--- config.mk ---
export PLATFORM = sky130hd
export DESIGN_NAME = boolfuck_loader_flat
export DESIGN_NICKNAME = d
export VERILOG_FILES = /design/src/rtl/boolfuck_loader_if.sv /design/src/rtl/boolfuck_loader.sv /design/src/flat_wrapper.sv
export SDC_FILE = /design/constraint.sdc
export NUM_CORES = 1
export LEC_CHECK = 0
export BUFFER_PORTS_ARGS = -buffer_cell sky130_fd_sc_hd__buf_2
export CORE_ASPECT_RATIO = 1.5
export CORE_MARGIN = 3
export CORE_UTILIZATION = 49
export CTS_CLUSTER_SIZE = 14
export DETAILED_ROUTE_END_ITERATION = 8
export GPL_TIMING_DRIVEN = 0
export PLACE_DENSITY = 0.85
export SLEW_MARGIN = 20
export SYNTH_ARGS = -nofsm -noshare
export SYNTH_HDL_FRONTEND = slang
export SYNTH_SLANG_ARGS = --single-unit
--- constraint.sdc ---
create_clock -name clk -period 4.7 [get_ports clk]
set_input_delay 0.235 -clock clk [delete_from_list [all_inputs] [get_ports clk]]
set_output_delay 0.235 -clock clk [all_outputs]
set_load 0.05 [all_outputs]
--- src/rtl/boolfuck_loader_if.sv ---
// boolfuck_loader_if: source byte stream plus interpreter key-press bundle
interface boolfuck_loader_if #(parameter int C = 8);
  logic in_valid, in_ready, in_last, start, lft, rgt, ctl, busy, done, err;
  logic [7:0] in_data, key;
  logic [1:0] blk_i;
  logic [C-1:0] cur_i;
  modport master(
    input in_valid, in_data, in_last, start, blk_i, cur_i,
    output in_ready, lft, rgt, ctl, key, busy, done, err
  );
  modport slave(
    output in_valid, in_data, in_last, start, blk_i, cur_i,
    input in_ready, lft, rgt, ctl, key, busy, done, err
  );
endinterface

--- src/rtl/boolfuck_loader.sv ---
// boolfuck_loader: types a boolfuck byte stream into the interpreter's edit mode as key presses
module boolfuck_loader #(
  parameter int C = 8,
  parameter int GAP = 1,
  parameter bit AUTORUN = 1
) (
  input logic clk,
  input logic rst,
  boolfuck_loader_if.master bus
);
  localparam int GW = $clog2(GAP + 2);
  localparam logic [GW-1:0] HOLD = GW'(GAP + 1);
  typedef enum logic [2:0] {ALIGN, ACCEPT, TERM, RUN, DONE} state_t;
  state_t state, state_n;
  logic [GW-1:0] gap, gap_n;
  logic [C-1:0] count, count_n;
  logic err_n, lft_n, rgt_n, ctl_n, idle, hs, full;
  logic [7:0] key_n, code;
  assign code = bus.in_data == "+" ? 8'h02 :
                bus.in_data == "<" ? 8'h04 :
                bus.in_data == ">" ? 8'h08 :
                bus.in_data == ";" ? 8'h10 :
                bus.in_data == "," ? 8'h20 :
                bus.in_data == "[" ? 8'h40 :
                bus.in_data == "]" ? 8'h80 : 8'h00;
  // gap counts the press cycle plus the low cycles that follow it
  assign idle = gap == '0;
  assign full = &count;
  assign bus.in_ready = state == ACCEPT && idle;
  assign hs = bus.in_valid && bus.in_ready;
  assign bus.done = state == DONE;
  assign bus.busy = state != DONE;
  always_comb begin
    state_n = state;
    gap_n = idle ? gap : gap - 1'b1;
    count_n = count;
    err_n = bus.err;
    lft_n = 1'b0;
    rgt_n = 1'b0;
    ctl_n = 1'b0;
    key_n = 8'h00;
    if (state == DONE) begin
      if (bus.start) begin
        state_n = ALIGN;
        err_n = 1'b0;
      end
    end else if (idle) begin
      if (state == ALIGN) begin
        if (bus.blk_i != 2'b11) ctl_n = 1'b1;
        else if (bus.cur_i != '0) begin
          lft_n = !bus.cur_i[C-1];
          rgt_n = bus.cur_i[C-1];
        end else begin
          state_n = ACCEPT;
          count_n = '0;
        end
      end else if (state == ACCEPT) begin
        // the last slot is kept free for the halt opcode
        if (hs && code != 8'h00) begin
          if (full) err_n = 1'b1;
          else begin
            key_n = code;
            count_n = count + 1'b1;
          end
        end
        if (hs && bus.in_last) state_n = TERM;
      end else if (state == TERM) begin
        key_n = 8'h01;
        state_n = AUTORUN ? RUN : DONE;
      end else begin
        ctl_n = 1'b1;
        state_n = DONE;
      end
    end
    if (lft_n || rgt_n || ctl_n || key_n != 8'h00) gap_n = HOLD;
  end
  always_ff @(posedge clk) begin
    if (rst) begin
      state <= ALIGN;
      gap <= '0;
      count <= '0;
      bus.err <= 1'b0;
      bus.lft <= 1'b0;
      bus.rgt <= 1'b0;
      bus.ctl <= 1'b0;
      bus.key <= 8'h00;
    end else begin
      state <= state_n;
      gap <= gap_n;
      count <= count_n;
      bus.err <= err_n;
      bus.lft <= lft_n;
      bus.rgt <= rgt_n;
      bus.ctl <= ctl_n;
      bus.key <= key_n;
    end
  end
endmodule

--- src/flat_wrapper.sv ---
// flat-port wrapper written by rule: the top's interface ports become plain ports
module boolfuck_loader_flat 
#(
  parameter int C = 8,
  parameter int GAP = 1,
  parameter bit AUTORUN = 1
)
  (clk, rst, bus_in_valid, bus_in_data, bus_in_last, bus_start, bus_blk_i, bus_cur_i, bus_in_ready, bus_lft, bus_rgt, bus_ctl, bus_key, bus_busy, bus_done, bus_err);
  boolfuck_loader_if #(.C(C)) bus_i ();
  input logic clk;
  input logic rst;
  input wire logic [$bits(bus_i.in_valid)-1:0] bus_in_valid;
  input wire logic [$bits(bus_i.in_data)-1:0] bus_in_data;
  input wire logic [$bits(bus_i.in_last)-1:0] bus_in_last;
  input wire logic [$bits(bus_i.start)-1:0] bus_start;
  input wire logic [$bits(bus_i.blk_i)-1:0] bus_blk_i;
  input wire logic [$bits(bus_i.cur_i)-1:0] bus_cur_i;
  output wire logic [$bits(bus_i.in_ready)-1:0] bus_in_ready;
  output wire logic [$bits(bus_i.lft)-1:0] bus_lft;
  output wire logic [$bits(bus_i.rgt)-1:0] bus_rgt;
  output wire logic [$bits(bus_i.ctl)-1:0] bus_ctl;
  output wire logic [$bits(bus_i.key)-1:0] bus_key;
  output wire logic [$bits(bus_i.busy)-1:0] bus_busy;
  output wire logic [$bits(bus_i.done)-1:0] bus_done;
  output wire logic [$bits(bus_i.err)-1:0] bus_err;
  assign bus_i.in_valid = bus_in_valid;
  assign bus_i.in_data = bus_in_data;
  assign bus_i.in_last = bus_in_last;
  assign bus_i.start = bus_start;
  assign bus_i.blk_i = bus_blk_i;
  assign bus_i.cur_i = bus_cur_i;
  assign bus_in_ready = bus_i.in_ready;
  assign bus_lft = bus_i.lft;
  assign bus_rgt = bus_i.rgt;
  assign bus_ctl = bus_i.ctl;
  assign bus_key = bus_i.key;
  assign bus_busy = bus_i.busy;
  assign bus_done = bus_i.done;
  assign bus_err = bus_i.err;
  boolfuck_loader #(.C(C), .GAP(GAP), .AUTORUN(AUTORUN)) u_core (.clk(clk), .rst(rst), .bus(bus_i));
endmodule
==> results.txt, run 1 <==
After detailed routing, the number of remaining DRC violations is 0. The floorplan step set the die width to 49.4 um. After synthesis the netlist holds a flip-flop and latch count of 25. In this run the count of I/O pins placed on the die edge is 38. Fraction of final layout cells sized beyond drive strength 1: 0.292.

In the final routed layout, each cell accounts on average for 13.8 um. Compared with the post-synthesis result, the final layout area differs by 19.7%. After clock tree synthesis, the setup repair step added 0 buffers. The arrival time of data at the critical path endpoint is 1.69 ns. The tools report the slack of the worst reg-to-reg path as 2.81 ns.

The first global-routing pass estimated 5310 um of wire. Final hold violation count: 0. CTS placed an instance of clkbuf_8 at the clock tree root. After clock tree synthesis, the clock-pin slew on the worst setup and hold paths is 0.08 ns. The detailed-route wire length is 3200 um.

Worst min-delay path class: input port to flop. The category of the worst setup path capture point is an output pin. The number of nets handed over by synthesis was 179. The most common cell in the synthesized netlist is dfxtp_1.

Routability-driven placement finished with a final weighted congestion of 0.860. The worst setup path is launched from a flop. Dividing the detail-routed via count by the number of cells gives 6.01. Number of synthesized flops with an enable pin: 0. For this design, the slowest cell found on the critical path is dfxtp_1.

For the floorplan die area, the log shows 3510 um^2. Summed over all nets, the half-perimeter wirelength after detailed placement is 2440 um. The total count of max-transition violations in the final report came out at 0. TritonCTS built the clock tree. In this run the remaining antenna-violating nets after routing total 0.

The total CTS buffers is 3. The power density relative to cell area came out at 240 nW/um^2. After clock tree synthesis, the repair step resized 0 gates. The tightest hold path in the finished design has a slack of 0.155 ns.

For the part of the total power dissipated in sequential elements, the log shows 0.548. The count of buffers added on input and output ports is 36. The logs give 0.167 mV for the maximum vdd drop and 57 for the number of different library cells in the post-synthesis netlist.

The run gives 0.519 GHz as the fmax. Cell internal power was estimated by the tool at 0.000298 W. Setup repair after global routing left no endpoint under its margin. Of all nets on the critical path, the largest fanout is 10. The worst path needs 1.93 ns of the cycle, external delays included. The fraction of the cycle the final worst path needs is 0.410, and the post-synth design cell area is 1380 um^2. Average footprint of a synthesized cell: 8.91 um^2. The reported max-cap violation count is 0, and the clock skew after layout is 0.00470 ns.

The TritonCTS sink count came out at 25. In this design, the stage delay of the slowest critical-path cell is 0.46 ns. In this run the vertical extent of the chip is 71.0 um. Relative contribution of the clock network to total power: 0.320.

Walking the worst path, the cells encountered are clkbuf_1 > nor2_1 > and2_1 > inv_1 > buf_2. The run gives 0 as the number of synthesis warnings. The initialized floorplan defines 23 standard-cell rows.

The number of inserted diodes was 0. By area the synthesized netlist is led by dfxtp_1 (36%), a21oi_1 (5.1%), nand2_1 (3.0%). No sink is reached through more buffers than the 2 on the longest clock path.

The tools report the number of antenna violations at the first check in global routing as 0. Summed over all failing endpoints, the final setup total negative slack is 0 ns. Part of the Yosys area used for sequential elements: 0.362. The reported net switching power was 0.0000990 W; the total global-route track usage was 0.190. The count of vias placed by the detailed router was 1,395.

The run gives 0.667 as the remaining max-slew budget at the tightest pin. Entering global routing, the biggest net connects 14 pins. The proportion of register bits with asynchronous set or reset after synthesis is 0. The first detailed-routing pass ran for 4 iterations. The run gives 0.132 as the combinational power share. The logs give 1,281 for the number of global-route vias before repair and 0 for the count of hold buffers inserted by post-cts repair. The switching share of total power was 0.249.

The cell count after synthesis came out at 155. Required time at the endpoint of the critical path: 4.47 ns. The standby leakage power is 0.690 nW, and the initial cell density of the core is 0.516. The flow ran to the end, and the final reports show no timing, DRC or antenna violations. For the maximum level of the CTS H-tree, the log shows 1. The total area inside the core boundary comes to 2680 um^2. The top cell type by total area after synthesis is dfxtp_1. The main flop type after synthesis is dfxtp_1.

The slew at the pin closest to its max-slew limit was 0.493 ns. The run gives 0 as the final setup violation count. The clock reaches the later pin of the worst-skew pair after 0.27 ns. Kind of critical path: flop to output pin. The tools report the total overflow reported by the global router as 0.

The run gives 220 as the final net count. The commonest cells after synthesis are dfxtp_1 (25), a21oi_1 (14), nand2_1 (11). The share of the synthesized area in the top cell type was 0.362. The run gives 43 as the number of DRC violations after detailed-routing iteration 0.
final timing paths:
path,start,cells past startpoint,endpoint
worst max-delay path,u_core.state[0],5,bus_busy
worst min-delay path,bus_start,2,u_core.bus.err
worst max register to register,u_core.state[0],5,u_core.count[1]
worst min register to register,u_core.count[6],2,u_core.count[6]
cells by family (layout without fill, tap and decap cells):
kind of cell / count (synthesis) / after routing / synth area share
simple gates: 69 / 69 / 0.337
compound gates: 42 / 42 / 0.211
flops: 25 / 25 / 0.362
buf+inv: 15 / 55 / 0.0598
mux: 2 / 2 / 0.0145
fa+ha+maj: 1 / 1 / 0.00906
xor+xnor: 1 / 1 / 0.00634
layout by cell type (no fill, tap or decap), types with 2 or more instances in the layout:
cell | netlist | final
o21ai_0 | 5 | 5
a211oi_1 | 2 | 2
nor3b_1 | 3 | 3
o31ai_1 | 2 | 2
clkbuf_1 | 3 | 4
or4_1 | 2 | 2
inv_1 | 8 | 8
buf_6 | 3 | 3
and4_1 | 2 | 2
dfxtp_1 | 25 | 25
nand3b_1 | 4 | 4
buf_2 | 0 | 36
or3_1 | 2 | 2
or2_2 | 3 | 3
mux2i_1 | 2 | 2
and2_1 | 3 | 3
nor3_1 | 5 | 5
nor4_2 | 2 | 2
and3_1 | 3 | 3
clkbuf_8 | 0 | 3
a21o_1 | 2 | 2
a21oi_1 | 14 | 14
nand2_1 | 11 | 11
nor4_1 | 5 | 5
nor2_1 | 7 | 7
nand2b_1 | 3 | 3
nand4_1 | 2 | 2
power groups by stage:
stage / clock, W / sequential (W) / combinational [W]
after CTS: 0.000129 / 0.000218 / 0.0000522
final: 0.000127 / 0.000218 / 0.0000525
after detailed placement: 0 / 0.000223 / 0.0000517
after global placement: 0 / 0.000222 / 0.0000500
after global routing: 0.000137 / 0.000218 / 0.0000571
after floorplan: 0 / 0.000227 / 0.0000287
registers in the layout, indices dropped and copies added (netlist names):
register / cells
u_core.bus.ctl: 1
u_core.bus.err: 1
u_core.bus.key: 8
u_core.bus.lft: 1
u_core.bus.rgt: 1
u_core.count: 8
u_core.gap: 2
u_core.state: 3
worst max-delay path, delay by kind of cell, from the launching register on:
family                 cells  cell delay [ns]
and+or+nand+nor            2             0.27
buffers and inverters      3             0.68
DFF                        1             0.46
routing by layer:
metal	share of wire	wire [um]	vias up	GRT usage
li1	-	-	665	-
met1	0.38	1210	620	0.203
met2	0.50	1600	96	0.345
met3	0.090	288	14	0.0337
met4	0.030	95	0	0.108
met5	0	0	-	0
metrics by stage:
stage               cell area [um^2]   util  total power [W]  instances  setup slack (ns)
finish                          1650  0.618         0.000397        232              2.77
global route                    1650  0.618         0.000412        232              2.69
CTS                             1650  0.618         0.000399        232              2.81
detailed placement              1610  0.601         0.000274        228              2.84
global placement                1610  0.601         0.000272        228              2.89
floorplan                       1380      -         0.000256        155              2.96
layout make-up:
type | count | area [um^2]
clock buffers | 4 | 45.0
inverters | 8 | 30.0
fillers | 242 | 1020
plain buffers | 7 | 52.6
well taps | 37 | 46.3
multi-input cells | 115 | 798
repair buffers | 36 | 180
flip-flops and latches | 25 | 500
(Power assumes the default switching activity.)
==> run 2: changes to the inputs <==
ABC_AREA = 1   (was not set)
CORE_UTILIZATION = 47   (was 49)
clock period = 1.65 ns   (was 4.7 ns; I/O delays follow)
==> run 2 against run 1 <==
Worst setup slack got worse by 2.7 ns. Global-route usage rose by 0.84 points. Clock-buffer cell count fell by 1. Critical path type is now flop to flop.
==> results.txt, run 2 <==
The flow ran to the end, and the final reports show no timing, DRC or antenna violations. The CTS clock-pin slew for the worst setup and hold paths is 0.09 ns (was 0.08 ns). For the number of inserted diodes, the log shows 0 (unchanged).

The number of synthesized flops with an enable pin is 0 (unchanged), and the initial cell density of the core is 0.500 (was 0.516). The run gives 0.912 nW (was 0.690 nW) as the standby leakage power. The cell at the slowest stage of the critical path was dfxtp_4 (was dfxtp_1). The final RePlAce weighted congestion is 0.810 (was 0.860), and the detailed-route vias per instance is 5.28 (was 6.01).

The total global-route track usage came out at 0.199 (was 0.190). Routing layer with the top usage in global route: met2 (unchanged). The category of the worst setup path capture point is a flop (was an output pin).

Proportion of register bits with asynchronous set or reset after synthesis: 0 (unchanged). The maximum vdd drop is 0.589 mV (was 0.167 mV), and the reported max-cap violation count is 0 (unchanged). The clock skew after layout came out at 0.00574 ns (was 0.00470 ns).

Largest fanout of any net on the critical path: 7 (was 10). The met3 track demand over resource was 0.0240 (was 0.0337); the part of the Yosys area used for sequential elements was 0.340 (was 0.362). The x dimension of the die is 51.7 um (was 49.4 um).

The worst min-delay path class was input port to flop (unchanged). The run gives 244 (was 179) as the number of nets in the synthesized netlist. The final net count was 299 (was 220). The row count was 24 (was 23); the final setup slack of the worst path was 0.0343 ns (was 2.77 ns). The slew at the pin closest to its max-slew limit is 0.483 ns (was 0.493 ns), and the average footprint of a synthesized cell is 6.69 um^2 (was 8.91 um^2). The power density relative to cell area came out at 571 nW/um^2 (was 240 nW/um^2).

The post-synth design cell area was 1470 um^2 (was 1380 um^2); the clock latency at the later pin of the worst-skew pair was 0.28 ns (was 0.27 ns). Setup repair after global routing could not meet its margin everywhere. Number of synthesis warnings: 0 (unchanged). The met1 usage in global routing came out at 0.195 (was 0.203). The fraction of final layout cells sized beyond drive strength 1 came out at 0.365 (was 0.292).

The tools report the post-detailed-route count of antenna-violating nets as 0 (unchanged). Commonest cells after routing, fill and taps aside: nand2_1 (39), buf_2 (37), nor2_1 (33) (was buf_2 (36), dfxtp_1 (25), a21oi_1 (14)). The most frequent standard cell in the layout excluding fill and tap cells was nand2_1 (was buf_2). The total design power was 0.00114 W (was 0.000397 W); the number of different library cells in the post-synthesis netlist was 27 (was 57). Leading cell type by number of instances after synthesis: nand2_1 (was dfxtp_1).

Total of buffers placed on input and output ports: 37 (was 36). The tools report the number of DRC violations after detailed-routing iteration 0 as 52 (was 43). Clock root buffer master: clkbuf_8 (unchanged). For the number of instances in the synthesized netlist, the log shows 220 (was 155). The core occupancy in the finished layout is 0.676 (was 0.618).

The total overflow reported by the global router was 0 (unchanged); the routed wirelength normalized by instance count was 12.7 um (was 13.8 um). Kind of cell adding the most delay to the critical path: simple AND/OR/NAND/NOR gates (was buffers and inverters). The worst setup timing slack at the placement stage came out at -0.142 ns (was 2.84 ns). The remaining routing DRC violations was 0 (unchanged). The kind of critical path is flop to flop (was flop to output pin). Biggest registers after layout: u_core.bus.key (8), u_core.count (8), u_core.state (3) (unchanged). The number of buffers on the longest clock path was 2 (unchanged); the maximum number of pins on one net before global-route repair was 16 (was 14). The number of flip-flops and latches in the synthesized netlist was 25 (unchanged).

For the count of hold buffers inserted by post-cts repair, the log shows 0 (unchanged). Most numerous cell types in the synthesized netlist: nand2_1 (45), nor2_1 (36), inv_1 (27) (was dfxtp_1 (25), a21oi_1 (14), nand2_1 (11)). Cell Chain, Critical Path: nor2_4 > nand2_4 > nor3b_4 > nand2_4 > nand2_4 > nand2_4 > or2_1 > a21oi_2 (was clkbuf_1 > nor2_1 > and2_1 > inv_1 > buf_2). The remaining max-slew budget at the tightest pin came out at 0.678 (was 0.667). The arrival time of data at the critical path endpoint was 1.83 ns (was 1.69 ns). For the total negative setup slack, the log shows 0 ns (unchanged).

The largest incremental delay on the critical path works out to 0.37 ns (was 0.46 ns). The number of global-route vias before repair was 1,377 (was 1,281). Leading cell types by total area after synthesis: dfxtp_1 (34%), nand2_1 (11%), nor2_1 (9.2%) (was dfxtp_1 (36%), a21oi_1 (5.1%), nand2_1 (3.0%)). The final hold violation count came out at 0 (unchanged). The die outline height works out to 74.5 um (was 71.0 um). TritonCTS built the clock tree. The most numerous cell on the critical path is nand2_4. The tools report the number of antenna violations at the first check in global routing as 0 (unchanged). The share of the synthesized area in the top cell type came out at 0.340 (was 0.362). The type of origin of the critical path is a flop (unchanged). The tools report the total count of max-transition violations in the final report as 0 (unchanged). The tools report the maximum level of the CTS H-tree as 1 (unchanged). The detailed-route wire length came out at 3960 um (was 3200 um).

Based on the critical path, the design can be clocked at up to 0.619 GHz. Top cell type by total area after synthesis: dfxtp_1 (unchanged). The required time at the endpoint of the critical path came out at 1.86 ns (was 4.47 ns). The main flop type after synthesis was dfxtp_1 (unchanged). The relative area change from synthesis to final layout works out to 35.2% (was 19.7%). Met2 track utilization from global routing: 0.385 (was 0.345). The final setup violation count was 0 (unchanged); the fraction of the cycle the final worst path needs was 0.979. The count of vias placed by the detailed router came out at 1,653 (was 1,395). The run gives 2790 um (was 2440 um) as the detailed placer's ending HPWL.

The logs give 3850 um^2 (was 3510 um^2) for the floorplan die area and 38 (unchanged) for the number of placed I/O pins. For the total CTS buffers, the log shows 3 (unchanged). The number of buffers and inverters on the critical path is 0 (was 3), and the wire length of the first global-routing pass is 5720 um (was 5310 um).

The TritonCTS sink count is 25 (unchanged), and the total core area is 2940 um^2 (was 2680 um^2). First-pass iteration count of the detailed router: 4 (unchanged). The clock period could shrink to 1.62 ns.
==> run 2: cell count changes after synthesis, moves of 4 or more <==
cell | before | now
nand4_1 | 2 | 10
nor2_2 | 0 | 5
nor2_1 | 7 | 36
nand2_2 | 0 | 8
nand2_1 | 11 | 45
a21oi_1 | 14 | 10
nand3b_1 | 4 | 0
xor2_1 | 0 | 4
nand3_1 | 1 | 10
inv_1 | 8 | 27
==> run 2: repair_timing <==
action	CTS	global route
hold endpoints to repair	0	0
setup buffers	4	9
endpoints found under the setup margin	10	15
gates cloned	0	0
pin swaps	5	14
gates resized for setup	13	24
==> run 2: worst paths after layout <==
check / startpoint / endpoint / slack, ns / cells past startpoint
max: u_core.state[2] / u_core.count[0] / 0.03 / 8
min: bus_start / u_core.bus.err / 0.1 / 4
max reg2reg: u_core.state[2] / u_core.count[0] / 0.03 / 8
min reg2reg: u_core.gap[0] / u_core.gap[0] / 0.46 / 1
==> run 2: report_power, final <==
group / internal, W / total (W) / switching (W)
clock: 0.000172 / 0.000376 / 0.000204
combinational: 0.0000501 / 0.000152 / 0.000102
sequential: 0.000604 / 0.000608 / 0.00000408
total: 0.000826 / 0.00114 / 0.000310
==> run 2: tightest hold or removal path, delay by kind of cell <==
family        cells  cell delay (ns)
simple gates      3             0.17
buf+inv           1             0.09
==> run 2: kinds of logic after synthesis <==
group           count (synthesis)  synth area share
compound gates                 22            0.0842
xor+xnor                        4            0.0238
fa+ha+maj                       1           0.00850
buf+inv                        31            0.0791
flops                          25             0.340
simple gates                  137             0.464
==> run 2: metal layers <==
layer,part of all wire,vias up
met5,0,-
met4,0.042,0
met3,0.046,16
met2,0.56,56
met1,0.35,752
li1,-,829
==> run 2: layout make-up <==
| class | instances | area (um^2) |
|---|---|---|
| Sequential cell | 25 | 519 |
| Multi-Input combinational cell | 164 | 962 |
| Timing Repair Buffer | 50 | 283 |
| Inverter | 29 | 120 |
| Buffer | 2 | 7.51 |
| Clock buffer | 3 | 41.3 |
| Fill cell | 276 | 953 |
| Clock inverter | 1 | 7.51 |
| Tap cell | 39 | 48.8 |
==> run 2: through the flow <==
step                      instance area, um^2  hold slack (ns)  cells
after global routing                     1990            0.127    313
after detailed placement                 1730            0.385    296
final                                    1990           0.0990    313
after floorplan                          1490            0.252    220
after CTS                                1850           0.0811    304
after global placement                   1730            0.373    296
==> run 3: changes to the inputs <==
ABC_CLOCK_PERIOD_IN_PS = 1650   (was not set)
GPL_TIMING_DRIVEN = not set   (was 0)
==> run 3 against run 2 <==
The flow now finishes with violations (setup timing). Fmax is 4.2% lower. Utilization is 0.55 points lower. Sequential power hardly changed. Die area stayed put. First-iteration DRC count is 3.8% higher. Critical path type unchanged. Largest power group unchanged.
==> results.txt, run 3 (synthesis gave the netlist of run 2 again) <==
The clock latency at the later pin of the worst-skew pair was 0.27 ns (was 0.28 ns). Clock root buffer master: clkbuf_8 (unchanged). The combinational power share came out at 0.140 (was 0.134).

The kind of cell adding the most delay to the critical path was simple AND/OR/NAND/NOR gates (unchanged). The part of the total power dissipated in sequential elements is 0.538 (was 0.535), and the depth of the worst register-to-register path is 9 (was 8). The maximum number of pins on one net before global-route repair was 21 (was 16). The total of buffers placed on input and output ports works out to 37 (unchanged). Fmax: 0.593 GHz (was 0.619 GHz). The final setup violation count is 2 (was 0), and the die outline height is 74.5 um (unchanged). For the wire length of the first global-routing pass, the log shows 5800 um (was 5720 um). The cell at the slowest stage of the critical path is dfxtp_4 (unchanged).

The total core area was 2940 um^2 (unchanged); the floorplan die area was 3850 um^2 (unchanged). The slew at the pin closest to its max-slew limit was 0.377 ns (was 0.483 ns); the final setup slack of the worst path was -0.0358 ns (was 0.0343 ns). Most frequent standard cell in the layout excluding fill and tap cells: nand2_1 (unchanged).

The kind of critical path was flop to flop (unchanged). Reported net switching power: 0.000303 W (was 0.000310 W). Cell Chain, Critical Path: nor2_4 > nand2_2 > nor3b_4 > buf_4 > nand2_4 > nand2_4 > nand2_4 > or2_1 > a21oi_2 (was nor2_4 > nand2_4 > nor3b_4 > nand2_4 > nand2_4 > nand2_4 > or2_1 > a21oi_2).

The CTS clock-pin slew for the worst setup and hold paths came out at 0.09 ns (about the same). The logs give 2 (unchanged) for the number of buffers on the longest clock path and 0.323 (was 0.331) for the relative contribution of the clock network to total power. Post-detailed-route count of antenna-violating nets: 0 (unchanged).

The fraction of final layout cells sized beyond drive strength 1 is 0.364 (was 0.365). Initial cell density of the core: 0.500 (unchanged). The category of the worst setup path capture point is a flop (unchanged). The total global-route track usage was 0.201 (was 0.199); the critical path depth in cells was 9 (was 8).

The tools report the maximum vdd drop as 0.439 mV (was 0.589 mV). Setup repair after global routing could not meet its margin everywhere. Commonest cells after routing, fill and taps aside: nand2_1 (41), buf_2 (37), nor2_1 (35) (was nand2_1 (39), buf_2 (37), nor2_1 (33)). The relative area change from synthesis to final layout works out to 34.1% (was 35.2%). The detailed-route wire length is 3970 um (was 3960 um).

The logs give 0.749 (was 0.678) for the remaining max-slew budget at the tightest pin and 0 (unchanged) for the total overflow reported by the global router. The routed wirelength normalized by instance count was 12.6 um (was 12.7 um). The most numerous cell on the critical path was nand2_4 (unchanged).

The worst hold path stage count was 4 (unchanged); the detailed-route vias per instance was 5.25 (was 5.28). The type of origin of the critical path was a flop (unchanged). The tools report the first-pass iteration count of the detailed router as 5 (was 4). The final reports fail on setup timing. For the number of DRC violations after detailed-routing iteration 0, the log shows 54 (was 52). The number of inserted diodes was 0 (unchanged). The remaining routing DRC violations was 0 (unchanged).

The number of placed I/O pins is 38 (unchanged), and the internal power of the cells is 0.000827 W (was 0.000826 W). For the total CTS buffers, the log shows 3 (unchanged). The fraction of the cycle the final worst path needs was 1.02 (was 0.979).

The standby leakage power came out at 0.893 nW (was 0.912 nW). The run gives 0.895 (was 0.810) as the final RePlAce weighted congestion. The required time at the endpoint of the critical path is 1.86 ns (about the same). The logs give 0 (unchanged) for the total count of max-transition violations in the final report and 1790 um^2 (was 1730 um^2) for the cell area reported after detailed placement.

The clock skew after layout was 0.00213 ns (was 0.00574 ns); the detailed placer's ending HPWL was 2860 um (was 2790 um). For the number of global-route vias before repair, the log shows 1,466 (was 1,377). The shortest clock period the worst path allows after layout is 1.69 ns (was 1.62 ns).

The worst min-delay path class was input port to flop (unchanged). The count of vias placed by the detailed router came out at 1,647 (was 1,653). Total design power: 0.00113 W (was 0.00114 W).

The count of hold buffers inserted by post-cts repair was 0 (unchanged); the number of antenna violations at the first check in global routing was 0 (unchanged). Biggest registers after layout: u_core.bus.key (8), u_core.count (8), u_core.state (3) (unchanged). TritonCTS built the clock tree. The arrival time of data at the critical path endpoint is 1.89 ns (was 1.83 ns). The largest incremental delay on the critical path was 0.37 ns (about the same); the final hold violation count was 0 (unchanged). The final net count was 300 (was 299). The run finished, with violations left. The number of buffers and inverters on the critical path is 1 (was 0), and the maximum level of the CTS H-tree is 1 (unchanged). The largest fanout of any net on the critical path works out to 7 (unchanged).

The TritonCTS sink count was 25 (unchanged). The row count is 24 (unchanged). The x dimension of the die is 51.7 um (unchanged). The reported max-cap violation count is 0 (unchanged). The power density relative to cell area was 573 nW/um^2 (was 571 nW/um^2); the switching share of total power was 0.268 (was 0.273). The tools report the final design instance area without fill as 1970 um^2 (was 1990 um^2).
run 3: cell types whose count changed in the layout (fill, tap and decap cells not counted), moves of 2 or more:
cell	previous run	this run
buf_4	13	16
clkbuf_1	2	0
nand2_1	39	41
nand2_2	7	9
nand2_4	10	6
nor2_1	33	35
nor2_2	5	3
run 3: repair_timing:
item,CTS,global route
pin swaps,1,14
buffers inserted,0,6
gates cloned,0,0
gates resized for setup,1,27
endpoints found under the setup margin,1,15
run 3: layer usage:
layer	vias up	routed length (um)	GRT usage	part of all wire
met5	-	0	0	0
met4	0	228	0.146	0.058
met3	22	167	0.0281	0.042
li1	835	-	-	-
met2	64	2160	0.368	0.54
met1	726	1410	0.202	0.36
run 3: metrics by stage:
step,cells,hold slack (ns),worst slack [ns],TNS [ns],util
after floorplan,220,0.252,0.0147,0,-
after global placement,304,0.390,0.0793,0,0.610
after detailed placement,304,0.392,0.0362,0,0.610
after CTS,308,0.101,-0.00150,-0.00150,0.627
after global routing,314,0.161,-0.122,-0.977,0.670
final,314,0.136,-0.0358,-0.0503,0.670
run 3: worst paths after layout:
kind	endpoint	slack (ns)	startpoint
setup / recovery	u_core.count[0]	-0.04	u_core.state[2]
hold / removal	u_core.bus.lft	0.14	bus_cur_i[7]
setup reg to reg	u_core.count[0]	-0.04	u_core.state[2]
hold reg to reg	u_core.gap[0]	0.47	u_core.gap[0]
run 3: layout make-up:
type                       instances  area (um^2)
clock buffer                       3         41.3
timing repair buffer              53          305
clock inverter                     1         5.00
fill                             262          970
inverter                          29          115
multi-input combinational        164          938
sequential                        25          519
tap                               39         48.8
run 3: power groups by stage:
stage | clock, W | combinational [W] | sequential (W)
4_1_cts | 0.000372 | 0.000149 | 0.000616
5_1_grt | 0.000391 | 0.000173 | 0.000609
3_5_place_dp | 0 | 0.000148 | 0.000630
3_3_place_gp | 0 | 0.000147 | 0.000629
2_1_floorplan | 0 | 0.0000758 | 0.000643
6_report | 0.000364 | 0.000158 | 0.000607
run 3: worst register-to-register path, cell delays in order, from the launching register on:
cell and delay (ns):
dfxtp_4 0.37, nor2_4 0.14, nand2_2 0.09, nor3b_4 0.30, buf_4 0.18, nand2_4 0.06
nand2_4 0.08, nand2_4 0.07, or2_1 0.23, a21oi_2 0.11
